--- src/rtl/spi_flash_arb_pkg.sv ---
// Shared types for the SPI flash arbiter: transaction FSM states and port indices.
package spi_flash_arb_pkg;

  typedef enum logic [2:0] {
    IDLE,
    RD_ISSUE,
    RD_WAIT,
    RD_DONE,
    WR_ISSUE,
    WR_BUSY
  } state_e;

  localparam logic PORT0 = 1'b0;
  localparam logic PORT1 = 1'b1;

endpackage

--- src/rtl/spi_flash_arbiter_rr_arbiter2.sv ---
// Two-input round-robin arbiter; the last-grant register moves only when a grant is accepted.
module rr_arbiter2
  import spi_flash_arb_pkg::*;
(
  input  logic       clk,
  input  logic       rst,
  input  logic [1:0] req,
  input  logic       accept,
  output logic       gnt_idx,
  output logic       gnt_valid
);

  logic last_q;
  logic last_d;

  always_comb begin
    gnt_valid = |req;
    if (req == 2'b11) begin
      gnt_idx = ~last_q;
    end else begin
      gnt_idx = req[1];
    end
    last_d = (accept && gnt_valid) ? gnt_idx : last_q;
  end

  // Out of reset "port 1 went last", so port 0 wins the first tie.
  always_ff @(posedge clk) begin
    if (!rst) begin
      last_q <= PORT1;
    end else begin
      last_q <= last_d;
    end
  end

endmodule

--- src/rtl/spi_flash_arbiter.sv ---
// Shares one SPI flash controller between a fetch port and a DMA port; one transaction
// at a time, with a single counter timing both read timeouts and write busy periods.
module spi_flash_arbiter
  import spi_flash_arb_pkg::*;
#(
  parameter int ADDR_W         = 24,
  parameter int DATA_W         = 32,
  parameter int WR_BUSY_CYCLES = 65,
  parameter int RD_TIMEOUT     = 255
) (
  input  logic              clk,
  input  logic              rst,
  input  logic              req0,
  input  logic              we0,
  input  logic [ADDR_W-1:0] addr0,
  input  logic [DATA_W-1:0] wdata0,
  output logic              ack0,
  output logic [DATA_W-1:0] rdata0,
  output logic              err0,
  input  logic              req1,
  input  logic              we1,
  input  logic [ADDR_W-1:0] addr1,
  input  logic [DATA_W-1:0] wdata1,
  output logic              ack1,
  output logic [DATA_W-1:0] rdata1,
  output logic              err1,
  output logic              fl_read,
  output logic              fl_write,
  output logic [ADDR_W-1:0] fl_addr,
  output logic [DATA_W-1:0] fl_wdata,
  input  logic [DATA_W-1:0] fl_rdata,
  input  logic              fl_ready
);

  localparam int CNT_MAX = (RD_TIMEOUT > WR_BUSY_CYCLES) ? RD_TIMEOUT : WR_BUSY_CYCLES;
  localparam int CNT_W   = (CNT_MAX > 1) ? $clog2(CNT_MAX) : 1;
  localparam logic [CNT_W-1:0] RD_LAST = CNT_W'(RD_TIMEOUT - 1);
  localparam logic [CNT_W-1:0] WR_LAST = CNT_W'(WR_BUSY_CYCLES - 1);

  state_e                   state_q, state_d;
  logic [CNT_W-1:0]         cnt_q, cnt_d;
  logic                     gnt_q, gnt_d;
  logic                     fl_read_q, fl_read_d;
  logic                     fl_write_q, fl_write_d;
  logic [ADDR_W-1:0]        fl_addr_q, fl_addr_d;
  logic [DATA_W-1:0]        fl_wdata_q, fl_wdata_d;
  logic [1:0]               ack_q, ack_d;
  logic [1:0]               err_q, err_d;
  logic [1:0][DATA_W-1:0]   rdata_q, rdata_d;

  logic arb_idx;
  logic arb_valid;
  logic arb_accept;
  logic sel_we;

  rr_arbiter2 u_rr (
    .clk       (clk),
    .rst       (rst),
    .req       ({req1, req0}),
    .accept    (arb_accept),
    .gnt_idx   (arb_idx),
    .gnt_valid (arb_valid)
  );

  always_comb begin
    state_d    = state_q;
    cnt_d      = cnt_q;
    gnt_d      = gnt_q;
    fl_read_d  = 1'b0;
    fl_write_d = 1'b0;
    fl_addr_d  = fl_addr_q;
    fl_wdata_d = fl_wdata_q;
    ack_d      = '0;
    err_d      = '0;
    rdata_d    = rdata_q;
    arb_accept = 1'b0;
    sel_we     = (arb_idx == PORT1) ? we1 : we0;

    case (state_q)
      IDLE: begin
        if (arb_valid) begin
          arb_accept = 1'b1;
          gnt_d      = arb_idx;
          fl_addr_d  = (arb_idx == PORT1) ? addr1 : addr0;
          fl_wdata_d = (arb_idx == PORT1) ? wdata1 : wdata0;
          if (sel_we) begin
            state_d    = WR_ISSUE;
            fl_write_d = 1'b1;
          end else begin
            state_d   = RD_ISSUE;
            fl_read_d = 1'b1;
          end
        end
      end
      RD_ISSUE: begin
        state_d   = RD_WAIT;
        cnt_d     = '0;
        fl_read_d = 1'b1;
      end
      RD_WAIT: begin
        if (fl_ready) begin
          state_d        = RD_DONE;
          ack_d[gnt_q]   = 1'b1;
          rdata_d[gnt_q] = fl_rdata;
        end else if (cnt_q == RD_LAST) begin
          state_d        = RD_DONE;
          ack_d[gnt_q]   = 1'b1;
          err_d[gnt_q]   = 1'b1;
          rdata_d[gnt_q] = '0;
        end else begin
          cnt_d     = cnt_q + 1'b1;
          fl_read_d = 1'b1;
        end
      end
      RD_DONE: begin
        state_d = IDLE;
      end
      WR_ISSUE: begin
        state_d      = WR_BUSY;
        cnt_d        = '0;
        ack_d[gnt_q] = (WR_LAST == '0);
      end
      WR_BUSY: begin
        // fl_ready stays high while the controller writes, so only the count matters.
        if (cnt_q == WR_LAST) begin
          state_d = IDLE;
        end else begin
          cnt_d        = cnt_q + 1'b1;
          ack_d[gnt_q] = (cnt_d == WR_LAST);
        end
      end
      default: begin
        state_d = IDLE;
      end
    endcase
  end

  always_ff @(posedge clk) begin
    if (!rst) begin
      state_q    <= IDLE;
      cnt_q      <= '0;
      gnt_q      <= PORT0;
      fl_read_q  <= 1'b0;
      fl_write_q <= 1'b0;
      fl_addr_q  <= '0;
      fl_wdata_q <= '0;
      ack_q      <= '0;
      err_q      <= '0;
      rdata_q    <= '0;
    end else begin
      state_q    <= state_d;
      cnt_q      <= cnt_d;
      gnt_q      <= gnt_d;
      fl_read_q  <= fl_read_d;
      fl_write_q <= fl_write_d;
      fl_addr_q  <= fl_addr_d;
      fl_wdata_q <= fl_wdata_d;
      ack_q      <= ack_d;
      err_q      <= err_d;
      rdata_q    <= rdata_d;
    end
  end

  assign ack0     = ack_q[PORT0];
  assign ack1     = ack_q[PORT1];
  assign err0     = err_q[PORT0];
  assign err1     = err_q[PORT1];
  assign rdata0   = rdata_q[PORT0];
  assign rdata1   = rdata_q[PORT1];
  assign fl_read  = fl_read_q;
  assign fl_write = fl_write_q;
  assign fl_addr  = fl_addr_q;
  assign fl_wdata = fl_wdata_q;

endmodule

--- config.mk ---
export PLATFORM = sky130hd
export DESIGN_NAME = spi_flash_arbiter
export DESIGN_NICKNAME = d
export VERILOG_FILES = /design/src/rtl/spi_flash_arb_pkg.sv /design/src/rtl/spi_flash_arbiter_rr_arbiter2.sv /design/src/rtl/spi_flash_arbiter.sv
export SDC_FILE = /design/constraint.sdc
export NUM_CORES = 1
export LEC_CHECK = 0
export CORE_ASPECT_RATIO = 0.7
export CORE_MARGIN = 5
export CORE_UTILIZATION = 45
export DETAILED_ROUTE_END_ITERATION = 12
export DONT_BUFFER_PORTS = 1
export GPL_TIMING_DRIVEN = 0
export RECOVER_POWER = 25
export SETUP_SLACK_MARGIN = 0.1
export SYNTH_ARGS = -nofsm -noshare
export SYNTH_HDL_FRONTEND = slang
export SYNTH_HIERARCHICAL = 1
export SYNTH_SLANG_ARGS = --single-unit
--- constraint.sdc ---
create_clock -name clk -period 2.27 [get_ports clk]
set_input_delay 0.454 -clock clk [delete_from_list [all_inputs] [get_ports clk]]
set_output_delay 0.454 -clock clk [all_outputs]
set_load 0.03 [all_outputs]
==> results.md, run 1 <==
| Quantity | This run | Unit |
| --- | --- | --- |
| Run status | finished clean | - |
| Internal power of the cells | 5.14 | mW |
| Hold_ws | 0.113 | ns |
| Mean instance size in the synthesized netlist | 9.59 | um2 |
| CTS H-tree depth | 4 | - |
| Top flip-flop cell by instance count after synthesis | sky130_fd_sc_hd__dfxtp_1 | - |
| Port Buffers | 0 | - |
| GRT Max-Usage Layer | met2 | - |
| Post-CTS setup buffers | 0 | - |
| Worst Setup End Kind | flip-flop | - |
| Adder and majority gate portion of the synthesized area | 0.00615 | - |
| Launch point of the worst reg-to-reg path | cnt_q[0] | - |
| Area growth, synth to finish | 14.0 | % |
| Antenna violations before repair | 0 | - |
| Detailed-route via count | 4824 | - |
| Routing usage on met3 | 0.0943 | - |
| Yosys Warn Count | 6 | - |
| Global-route wire length before repair | 26.5 | mm |
| Post-synthesis compound-gate area fraction | 0.123 | - |
| Chip Height | 107 | um |
| Via count of the first global-routing pass | 4901 | - |
| Final Util | 0.526 | - |
| Congestion Overflow GR | 0 | - |
| Final cell area excluding filler cells | 0.00695 | mm2 |
| Cell Count Post-Placement | 821 | - |
| Horizontal die dimension | 149 | um |
| CORE AREA | 0.0132 | mm2 |
| Period utilisation layout | 0.852 | - |
| Maximum resistive drop on vdd | 0.000523 | V |
| Critical Setup Path Class | flip-flop to flip-flop | - |
| Crit. Startpoint | cnt_q[0] | - |
| Largest fanout of any net on the critical path | 10 | - |
| GR met1 Demand/Resource | 0.258 | - |
| Worst min-delay path class | primary input to flip-flop | - |
| Post-Place Setup Slack | 0.277 | ns |
| Reported leakage power | 2.92 | nW |
| Endpoint of the most critical setup path | cnt_q[2] | - |
| Top area cells in the synthesized netlist | sky130_fd_sc_hd__dfxtp_1 (46%), sky130_fd_sc_hd__mux2i_1 (20%), sky130_fd_sc_hd__a211oi_1 (7.0%) | - |
| Post-Route WL | 17.5 | mm |
| Global-route total usage across every layer | 0.209 | - |
| Fraction of power consumed by sequential logic | 0.461 | - |
| Multiplexer share of the synthesized area | 0.200 | - |
| Final Total Pwr | 7.94 | mW |
| Clock skew after layout | 0.0138 | ns |
| Top Ports | 277 | - |
| Area fraction in and, or, nand and nor cells after synthesis | 0.157 | - |
| Data required time of the critical path | 2.58 | ns |
| Number of standard-cell rows in the floorplan | 35 | - |
| Main combinational cell family by area after synthesis | multiplexers | - |
| Most frequent cells in the layout | sky130_fd_sc_hd__dfxtp_1 (139), sky130_fd_sc_hd__mux2i_1 (122), sky130_fd_sc_hd__nand2_1 (75) | - |
| Number of antenna diodes | 0 | - |
| Count of endpoints failing hold in the final timing report | 0 | - |
| Count of maximum capacitance violations | 0 | - |
| Setup repair after global routing missed its margin | false | - |
| Max clock buf depth | 2 | - |
| Routed len/inst | 20.6 | um |
| Number of iterations in the first detailed-routing pass | 4 | - |
| Clock period minus final worst setup slack | 1.93 | ns |
| Cell area after synthesis | 0.00610 | mm2 |
| Syn nets | 790 | - |
| Clock share of power | 0.366 | - |
| Gate count after technology mapping | 636 | - |
| Worst R2R End | cnt_q[2] | - |
| Arrival time of the worst setup path | 2.25 | ns |
| Post-CTS Hold Fix Bufs | 0 | - |
| Resized cells post-CTS | 0 | - |
| Setup slack of the most critical reg-to-reg path | 0.34 | ns |
| Global placement routability congestion | 0.865 | - |
| CTS sink cnt | 139 | - |
| Clock latency on the worst-skew pair | 0.41 | ns |
| Effective utilization at floorplan | 0.461 | - |
| Least setup slack across all paths after layout | 0.336 | ns |
| Root buffer cell | sky130_fd_sc_hd__clkbuf_16 | - |
| DP HPWL | 13.6 | mm |
| TritonCTS Buffers | 17 | - |
| Synth async-reset ratio | 0 | - |
| Share of layout cells above drive strength 1 | 0.110 | - |
| Vias per Instance | 5.67 | - |
| Total Negative Setup Slacks | 0 | ns |
| Count of nets left with antenna violations after detail routing | 0 | - |
| Die area | 0.0160 | mm2 |
| Share of the synthesized netlist area taken by xor and xnor gates | 0.00431 | - |
| Net switching share of the total power | 0.353 | - |
| First-iteration detailed-routing DRC count | 282 | - |
| Max_slew headroom | 0.485 | - |
| Startpoint type of the worst setup path | flip-flop | - |
| Fin cells | 851 | - |
| Max-slew violations | 0 | - |
| Setup violation total in the final timing report | 0 | - |
| Maximum number of pins on one net before global-route repair | 17 | - |
| Actual transition at the worst max-transition pin | 0.772 | ns |
| Number of storage elements in the synthesis netlist | 139 | - |
| Clock transition at the registers of the reported paths | 0.06 | ns |
| Cell area power density | 1140 | mW/mm2 |
| Final net count | 809 | - |
| Cell type with the highest aggregate area in the netlist | sky130_fd_sc_hd__dfxtp_1 | - |
| Clock tree from TritonCTS | yes | - |
| Portion of synthesized cell area occupied by the leading cell type | 0.456 | - |
| Seq/Total Area, Yosys | 0.456 | - |
| Max Fclk | 517 | MHz |
| Part of the power in combinational logic | 0.173 | - |
| Met2 capacity usage during global routing | 0.324 | - |
| Commonest non-fill, non-tap cell in the layout | sky130_fd_sc_hd__dfxtp_1 | - |
| Placement-stage cell area | 0.00633 | mm2 |
| Reg2Reg Depth | 7 | - |
| Reported net switching power | 2.80 | mW |
| Number of flops mapped to enable cells by yosys | 0 | - |
| Unique masters post-synth | 44 | - |
| Count of unresolved DRC violations after routing | 0 | - |
==> cells in the mapped netlist (all sizes together), types with 2 or more instances <==
master / instances
clkbuf: 24
ha: 3
a2111o: 5
nor4b: 2
o32ai: 2
o21a: 3
nand2b: 3
nor2: 63
o2111ai: 2
nand2: 75
mux2i: 122
and3: 4
inv: 6
dfxtp: 139
nand3: 39
a32oi: 2
a21oi: 14
and2: 2
nor3b: 2
a211oi: 57
nor3: 7
buf: 33
o21ai: 10
nand4: 5
xnor2: 3
==> layout make-up <==
| type | instances | area [um2] |
|---|---|---|
| inverter | 6 | 22.5 |
| buffer | 57 | 297 |
| fill | 1238 | 6270 |
| clock buffer | 17 | 425 |
| tap | 185 | 231 |
| clock inverter | 13 | 195 |
| sequential | 139 | 2780 |
| multi-input combinational | 434 | 3000 |
==> power groups by stage <==
stage | logic [mW] | clock network (mW) | registers, mW
2_1_floorplan | 1.09 | 0 | 3.61
3_3_place_gp | 1.33 | 0 | 3.72
3_5_place_dp | 1.37 | 0 | 3.72
4_1_cts | 1.38 | 2.96 | 3.67
5_1_grt | 1.54 | 3.07 | 3.70
6_report | 1.37 | 2.91 | 3.66
==> worst min-delay path by stage <==
stage / cells after the start / slack [ns] / startpoint / endpoint
after floorplan: 1 / 0.47 / gnt_q / err_q[0]
after global placement: 2 / 0.49 / u_rr/last_q / u_rr/last_q
after detailed placement: 2 / 0.51 / u_rr/last_q / u_rr/last_q
after CTS: 1 / 0.1 / rst / u_rr/last_q
after global routing: 1 / 0.10 / rst / u_rr/last_q
final: 1 / 0.11 / rst / u_rr/last_q
==> flip-flops by register name, indices dropped and copies added, names as in the netlist <==
| signal | cells |
|---|---|
| rdata0 | 32 |
| ack_q | 2 |
| u_rr/last_q | 1 |
| cnt_q | 8 |
| err_q | 2 |
| state_q | 3 |
| fl_wdata | 32 |
| fl_addr | 24 |
| rdata1 | 32 |
| fl_write | 1 |
| gnt_q | 1 |
| fl_read | 1 |
==> worst max-delay path, stage by stage, from the launching register on <==
cell and delay [ns]:
sky130_fd_sc_hd__dfxtp_1 0.45, sky130_fd_sc_hd__inv_1 0.12, sky130_fd_sc_hd__ha_1 0.21, sky130_fd_sc_hd__nor3b_1 0.16, sky130_fd_sc_hd__a21o_1 0.23, sky130_fd_sc_hd__buf_4 0.18, sky130_fd_sc_hd__a2111o_1 0.41, sky130_fd_sc_hd__o31ai_1 0.07
==> kinds of logic after synthesis <==
family	count (synthesis)
muxes	122
adders and majority gates	3
buffers and inverters	63
and+or+nand+nor	204
xor gates and xnor gates	3
AOI/OAI and AO/OA	102
DFF	139
==> routing by layer <==
metal | up-vias | routed length [um]
li1 | 2302 | -
met1 | 2314 | 7280
met2 | 182 | 8260
met3 | 26 | 1660
met4 | 0 | 331
met5 | - | 0
(Power assumes the default switching activity.)
==> inputs of run 2 (changes only) <==
--- a/config.mk
+++ b/config.mk
@@ -6,7 +6,6 @@
 export NUM_CORES = 1
 export LEC_CHECK = 0
 export CORE_ASPECT_RATIO = 0.7
-export CORE_MARGIN = 5
 export CORE_UTILIZATION = 45
 export DETAILED_ROUTE_END_ITERATION = 12
 export DONT_BUFFER_PORTS = 1
==> run 2 against run 1 <==
Compared with the run above:
- count of clock-buffer cells in the layout unchanged
- register-to-register slack better by 0.03 ns
- non-clock buffer count unchanged
- clock power hardly changed
- fmax rose by 1.5%
- critical path depth increased by 1
- combinational power hardly changed
- global-route usage is 1.8 points higher
- power hardly changed
- critical path type unchanged
- largest power group unchanged
==> results.md, run 2 (synthesis results as in run 1) <==
| Quantity | This run | Unit | vs previous |
| --- | --- | --- | --- |
| Period utilisation layout | 0.839 | - | -0.0127 |
| Port Buffers | 0 | - | unchanged |
| Congestion Overflow GR | 0 | - | unchanged |
| Maximum number of pins on one net before global-route repair | 17 | - | unchanged |
| Number of standard-cell rows in the floorplan | 35 | - | unchanged |
| Clock skew after layout | 0.0122 | ns | -0.00162 ns |
| Setup violation total in the final timing report | 0 | - | unchanged |
| Clock period minus final worst setup slack | 1.90 | ns | -0.0289 ns |
| Total Negative Setup Slacks | 0 | ns | unchanged |
| Max Fclk | 525 | MHz | +1.5% |
| Count of unresolved DRC violations after routing | 0 | - | unchanged |
| Count of endpoints failing hold in the final timing report | 0 | - | unchanged |
| Hold_ws | 0.0967 | ns | -0.0161 ns |
| Horizontal die dimension | 141 | um | -5.4% |
| Reg2Reg Depth | 8 | - | +1 |
| Routed len/inst | 18.9 | um | -8.2% |
| Count of maximum capacitance violations | 0 | - | unchanged |
| Run status | finished clean | - |  |
| Vias per Instance | 5.65 | - | -0.36% |
| Top Ports | 277 | - | unchanged |
| Final Total Pwr | 7.93 | mW | about the same |
| Arrival time of the worst setup path | 2.22 | ns | -0.03 ns |
| First-iteration detailed-routing DRC count | 178 | - | -37% |
| Reported leakage power | 2.93 | nW | +0.32% |
| Final Util | 0.527 | - | +0.00165 |
| Delay of the slowest critical-path stage | 0.29 | ns | -0.16 ns |
| Chip Height | 99.4 | um | -7.4% |
| Resized cells post-CTS | 0 | - | unchanged |
| Post-Place Setup Slack | 0.280 | ns | +0.00251 ns |
| Largest fanout of any net on the critical path | 11 | - | +1 |
| Global placement routability congestion | 0.826 | - | -4.5% |
| Max clock buf depth | 2 | - | unchanged |
| WHS Path Cells | 1 | - | unchanged |
| CTS H-tree depth | 4 | - | unchanged |
| Detailed-route via count | 4818 | - | -0.12% |
| Share of layout cells above drive strength 1 | 0.112 | - | +0.00267 |
| Post-Route WL | 16.1 | mm | -8.0% |
| Die area | 0.0140 | mm2 | -12% |
| Global-route wire length before repair | 24.8 | mm | -6.3% |
| Critical Path Slowest Stage Cell | sky130_fd_sc_hd__dfxtp_1 | - |  |
| Data required time of the critical path | 2.58 | ns | about the same |
| Clock latency on the worst-skew pair | 0.42 | ns | about the same |
| CORE AREA | 0.0132 | mm2 | -0.33% |
| Max_slew headroom | 0.470 | - | -0.0152 |
| Max-slew violations | 0 | - | unchanged |
| Clock tree from TritonCTS | yes | - |  |
| Worst Setup End Kind | flip-flop | - |  |
| Most frequent cells in the layout | sky130_fd_sc_hd__dfxtp_1 (139), sky130_fd_sc_hd__mux2i_1 (122), sky130_fd_sc_hd__nand2_1 (75) | - |  |
| Area growth, synth to finish | 13.9 | % | about the same |
| Post-CTS Hold Fix Bufs | 0 | - | unchanged |
| Clock transition at the registers of the reported paths | 0.06 | ns | about the same |
| Global-route total usage across every layer | 0.227 | - | +0.0183 |
| Effective utilization at floorplan | 0.463 | - | +0.00153 |
| Final net count | 809 | - | unchanged |
| Critical-path cell list | buf_2 -> nor3_2 -> and2_1 -> buf_2 -> buf_2 -> buf_2 -> and3_1 -> o21ai_2 | - |  |
| Most used cell along the critical path | sky130_fd_sc_hd__buf_2 | - |  |
| Worst min-delay path class | primary input to flip-flop | - |  |
| Maximum resistive drop on vdd | 0.000543 | V | +3.7% |
| Count of nets left with antenna violations after detail routing | 0 | - | unchanged |
| Least setup slack across all paths after layout | 0.365 | ns | +0.0289 ns |
| Number of iterations in the first detailed-routing pass | 5 | - | +1 |
| Setup repair after global routing missed its margin | false | - |  |
| Number of antenna diodes | 0 | - | unchanged |
| Actual transition at the worst max-transition pin | 0.795 | ns | +0.0228 ns |
| Post-CTS setup buffers | 0 | - | unchanged |
| Startpoint type of the worst setup path | flip-flop | - |  |
| TritonCTS Buffers | 17 | - | unchanged |
| Root buffer cell | sky130_fd_sc_hd__clkbuf_16 | - |  |
| DP HPWL | 12.1 | mm | -11% |
| Antenna violations before repair | 0 | - | unchanged |
| CTS sink cnt | 139 | - | unchanged |
| Commonest non-fill, non-tap cell in the layout | sky130_fd_sc_hd__dfxtp_1 | - |  |
| Critical Setup Path Class | flip-flop to flip-flop | - |  |
| Via count of the first global-routing pass | 4702 | - | -4.1% |
| Cell area power density | 1140 | mW/mm2 | about the same |
==> run 2: cell count changes in the layout (fill, tap and decap cells not counted) <==
cell	before	now
sky130_fd_sc_hd__buf_1	0	1
sky130_fd_sc_hd__bufinv_16	4	2
sky130_fd_sc_hd__clkbuf_1	25	24
sky130_fd_sc_hd__clkinv_2	1	0
sky130_fd_sc_hd__clkinv_4	4	0
sky130_fd_sc_hd__clkinv_8	0	1
sky130_fd_sc_hd__clkinvlp_4	2	0
sky130_fd_sc_hd__inv_6	1	7
sky130_fd_sc_hd__inv_8	1	5
==> run 2: layout make-up <==
class | instances | area (um2)
Sequential cell | 139 | 2780
Clock inverter | 15 | 194
Buffer | 57 | 297
Clock buffer | 17 | 425
Fill cell | 1222 | 6230
Inverter | 6 | 22.5
Multi-Input combinational cell | 434 | 3000
Tap cell | 185 | 231
==> run 2: worst paths after layout <==
path | startpoint | end | slack (ns)
worst max-delay path | state_q[2] | u_rr/last_q | 0.37
worst min-delay path | rst | u_rr/last_q | 0.1
worst max register to register | state_q[2] | u_rr/last_q | 0.37
worst min register to register | u_rr/last_q | u_rr/last_q | 0.52
==> run 2: per-stage QoR <==
step	area [um2]	instances
after floorplan	6100	636
after global placement	6330	821
after detailed placement	6330	821
after CTS	6950	853
after global routing	6950	853
final	6950	853
==> run 2: power by group <==
part | switching (mW) | internal, mW | total [mW]
clock | 1.23 | 1.69 | 2.92
combinational | 0.849 | 0.515 | 1.36
sequential | 0.863 | 2.78 | 3.64
==> run 2: metal layers <==
metal | track usage | up-vias | share of wire
met5 | 0 | - | 0
met4 | 0.0778 | 0 | 0.012
met3 | 0.0785 | 17 | 0.083
met2 | 0.359 | 197 | 0.46
met1 | 0.289 | 2300 | 0.45
li1 | - | 2304 | -
==> run 2: worst max-delay path: cells and delay by family (launching register included) <==
| kind | cells | cell delay [ns] |
|---|---|---|
| buf+inv | 4 | 0.83 |
| flops | 1 | 0.29 |
| simple gates | 3 | 0.62 |
| compound gates | 1 | 0.06 |
==> inputs of run 3 (changes only) <==
==> constraint.sdc (replaced) <==
create_clock -name clk -period 1.9 [get_ports clk]
set_input_delay 0.38 -clock clk [delete_from_list [all_inputs] [get_ports clk]]
set_output_delay 0.38 -clock clk [all_outputs]
set_load 0.03 [all_outputs]
==> run 3 against run 2 <==
Compared with the run above:
- count of clock-buffer cells in the layout stayed put
- die area stayed put
- combinational power is 25% higher
- power is 20% higher
- cell count is 0.47% higher
- critical path depth is 1 lower
- critical path type unchanged
- critical endpoint is now cnt_q[2]
- largest cell class unchanged
==> results.md, run 3 (synthesis results as in run 1) <==
| Quantity | This run | Unit | vs previous |
| --- | --- | --- | --- |
| Run status | finished clean | - |  |
| Root buffer cell | sky130_fd_sc_hd__clkbuf_16 | - |  |
| Placement-stage cell area | 0.00633 | mm2 | unchanged |
| Final net count | 813 | - | +0.49% |
| Via count of the first global-routing pass | 4702 | - | unchanged |
| Arrival time of the worst setup path | 2.10 | ns | -0.12 ns |
| Clock skew after layout | 0.0105 | ns | -0.00176 ns |
| Max_slew headroom | 0.606 | - | +0.136 |
| Clock transition at the registers of the reported paths | 0.07 | ns | about the same |
| Period utilisation layout | 0.935 | - | +0.0959 |
| Max-slew violations | 0 | - | unchanged |
| Setup violation total in the final timing report | 0 | - | unchanged |
| DP HPWL | 12.1 | mm | unchanged |
| Post-Route WL | 16.1 | mm | about the same |
| Max clock buf depth | 2 | - | unchanged |
| Clock share of power | 0.365 | - | -0.004 |
| Congestion Overflow GR | 0 | - | unchanged |
| Number of standard-cell rows in the floorplan | 35 | - | unchanged |
| Final Util | 0.535 | - | +0.00731 |
| Fraction of power consumed by sequential logic | 0.457 | - | -0.002 |
| Startpoint type of the worst setup path | flip-flop | - |  |
| Actual transition at the worst max-transition pin | 0.587 | ns | -0.208 ns |
| Internal power of the cells | 6.02 | mW | +21% |
| Count of endpoints failing hold in the final timing report | 0 | - | unchanged |
| Max Fclk | 563 | MHz | +7.2% |
| Routed len/inst | 18.8 | um | -0.48% |
| Cell area power density | 1360 | mW/mm2 | +19% |
| Share of layout cells above drive strength 1 | 0.125 | - | +0.0127 |
| Count of maximum capacitance violations | 0 | - | unchanged |
| CTS sink cnt | 139 | - | unchanged |
| Effective utilization at floorplan | 0.463 | - | unchanged |
| Clock period minus final worst setup slack | 1.78 | ns | -0.128 ns |
| Clock latency on the worst-skew pair | 0.42 | ns | about the same |
| Setup repair after global routing missed its margin | true | - |  |
| CORE AREA | 0.0132 | mm2 | unchanged |
| Global placement routability congestion | 0.826 | - | unchanged |
| Clock tree from TritonCTS | yes | - |  |
| Port Buffers | 0 | - | unchanged |
| Number of iterations in the first detailed-routing pass | 4 | - | -1 |
| Antenna violations before repair | 0 | - | unchanged |
| Critical Path Slowest Stage Cell | sky130_fd_sc_hd__a2111o_1 | - |  |
| Number of antenna diodes | 0 | - | unchanged |
| Worst min-delay path class | primary input to flip-flop | - |  |
| Part of the power in combinational logic | 0.179 | - | +0.007 |
| Critical-path cell list | inv_1 -> ha_1 -> nor3b_1 -> a21o_1 -> buf_4 -> a2111o_1 -> o31ai_1 | - |  |
| Top Ports | 277 | - | unchanged |
| TritonCTS Buffers | 17 | - | unchanged |
| Area growth, synth to finish | 15.5 | % |  |
| Reported leakage power | 2.97 | nW | +1.2% |
| Vias per Instance | 5.62 | - | -0.47% |
| Largest fanout of any net on the critical path | 10 | - | -1 |
| Post-CTS Hold Fix Bufs | 0 | - | unchanged |
| Net switching share of the total power | 0.369 | - | -0.00175 |
| Worst Setup End Kind | flip-flop | - |  |
| Most frequent cells in the layout | sky130_fd_sc_hd__dfxtp_1 (137), sky130_fd_sc_hd__mux2i_1 (121), sky130_fd_sc_hd__nand2_1 (75) | - |  |
| Reported net switching power | 3.53 | mW | +20% |
| Global-route wire length before repair | 24.8 | mm | unchanged |
| First-iteration detailed-routing DRC count | 232 | - | +30% |
| Die area | 0.0140 | mm2 | unchanged |
| Horizontal die dimension | 141 | um | unchanged |
| Filler instances | 1208 | - | -1.1% |
| Commonest non-fill, non-tap cell in the layout | sky130_fd_sc_hd__dfxtp_1 | - |  |
| Delay of the slowest critical-path stage | 0.42 | ns | +0.13 ns |
| Maximum number of pins on one net before global-route repair | 17 | - | unchanged |
| Chip Height | 99.4 | um | unchanged |
| Count of nets left with antenna violations after detail routing | 0 | - | unchanged |
| Data required time of the critical path | 2.23 | ns | -0.35 ns |
| Critical Setup Path Class | flip-flop to flip-flop | - |  |
| Maximum resistive drop on vdd | 0.000657 | V | +21% |
| Final cell area excluding filler cells | 0.00705 | mm2 | +1.4% |
| Count of unresolved DRC violations after routing | 0 | - | unchanged |
| Detailed-route via count | 4818 | - | unchanged |
| Global-route total usage across every layer | 0.227 | - | unchanged |
| CTS H-tree depth | 4 | - | unchanged |
==> run 3: changes by cell type in the layout (fill, tap and decap cells not counted), moves of 2 or more <==
cell and delta:
sky130_fd_sc_hd__buf_2 -11, sky130_fd_sc_hd__buf_4 +8, sky130_fd_sc_hd__clkbuf_1 -2, sky130_fd_sc_hd__clkbuf_2 +2, sky130_fd_sc_hd__clkbuf_4 +6, sky130_fd_sc_hd__dfxtp_1 -2, sky130_fd_sc_hd__dfxtp_2 +2
==> run 3: what timing repair did <==
item,CTS,global route
resized for setup,6,18
setup endpoints to repair,19,63
pin swaps,0,2
buffers inserted,0,4
==> run 3: area by class of cell <==
type                            instances  area, um2  area share
Clock buffer                           17        425      0.0604
Multi-Input combinational cell        434       3020       0.429
Buffer                                 57        334      0.0474
Inverter                                6       22.5     0.00320
Sequential cell                       139       2790       0.395
Clock inverter                         15        194      0.0275
Timing Repair Buffer                    4       30.0     0.00426
Tap cell                              185        231      0.0328
==> run 3: stage by stage <==
stage / worst slack, ns / std cells / power (mW) / hold WS (ns) / TNS, ns
after detailed placement: -0.0164 / 821 / 6.05 / 0.444 / -0.0435
after floorplan: 0.229 / 636 / 5.62 / 0.439 / 0
after global placement: 0.00704 / 821 / 5.99 / 0.443 / 0
after CTS: 0.0396 / 853 / 9.55 / 0.00316 / 0
after global routing: 0.0555 / 857 / 9.98 / 0.0114 / 0
final: 0.124 / 857 / 9.55 / 0.0231 / 0
==> run 3: final timing paths <==
| kind | cells after the start | startpoint | endpoint | slack, ns |
|---|---|---|---|---|
| max | 7 | cnt_q[0] | cnt_q[2] | 0.12 |
| min | 1 | rst | u_rr/last_q | 0.02 |
| max reg2reg | 7 | cnt_q[0] | cnt_q[2] | 0.12 |
| min reg2reg | 2 | u_rr/last_q | u_rr/last_q | 0.52 |
==> run 3: power groups by stage <==
stage | Clock, mW | Sequential, mW | Combinational (mW)
global route | 3.69 | 4.40 | 1.89
floorplan | 0 | 4.31 | 1.30
detailed placement | 0 | 4.42 | 1.63
CTS | 3.55 | 4.36 | 1.64
finish | 3.49 | 4.36 | 1.70
global placement | 0 | 4.42 | 1.57
==> run 3: worst max-delay path, delay by kind of cell (launching register included) <==
family          cells  cell delay, ns
buf+inv             2            0.27
simple gates        1            0.15
compound gates      3            0.70
fa+ha+maj           1            0.19
flops               1            0.38
==> run 3: metal layers <==
metal / vias up / GRT usage / routed length [um]
met5: - / 0 / 0
met4: 0 / 0.0778 / 205
met3: 20 / 0.0785 / 1270
met2: 179 / 0.359 / 7410
met1: 2301 / 0.289 / 7250
li1: 2318 / - / -
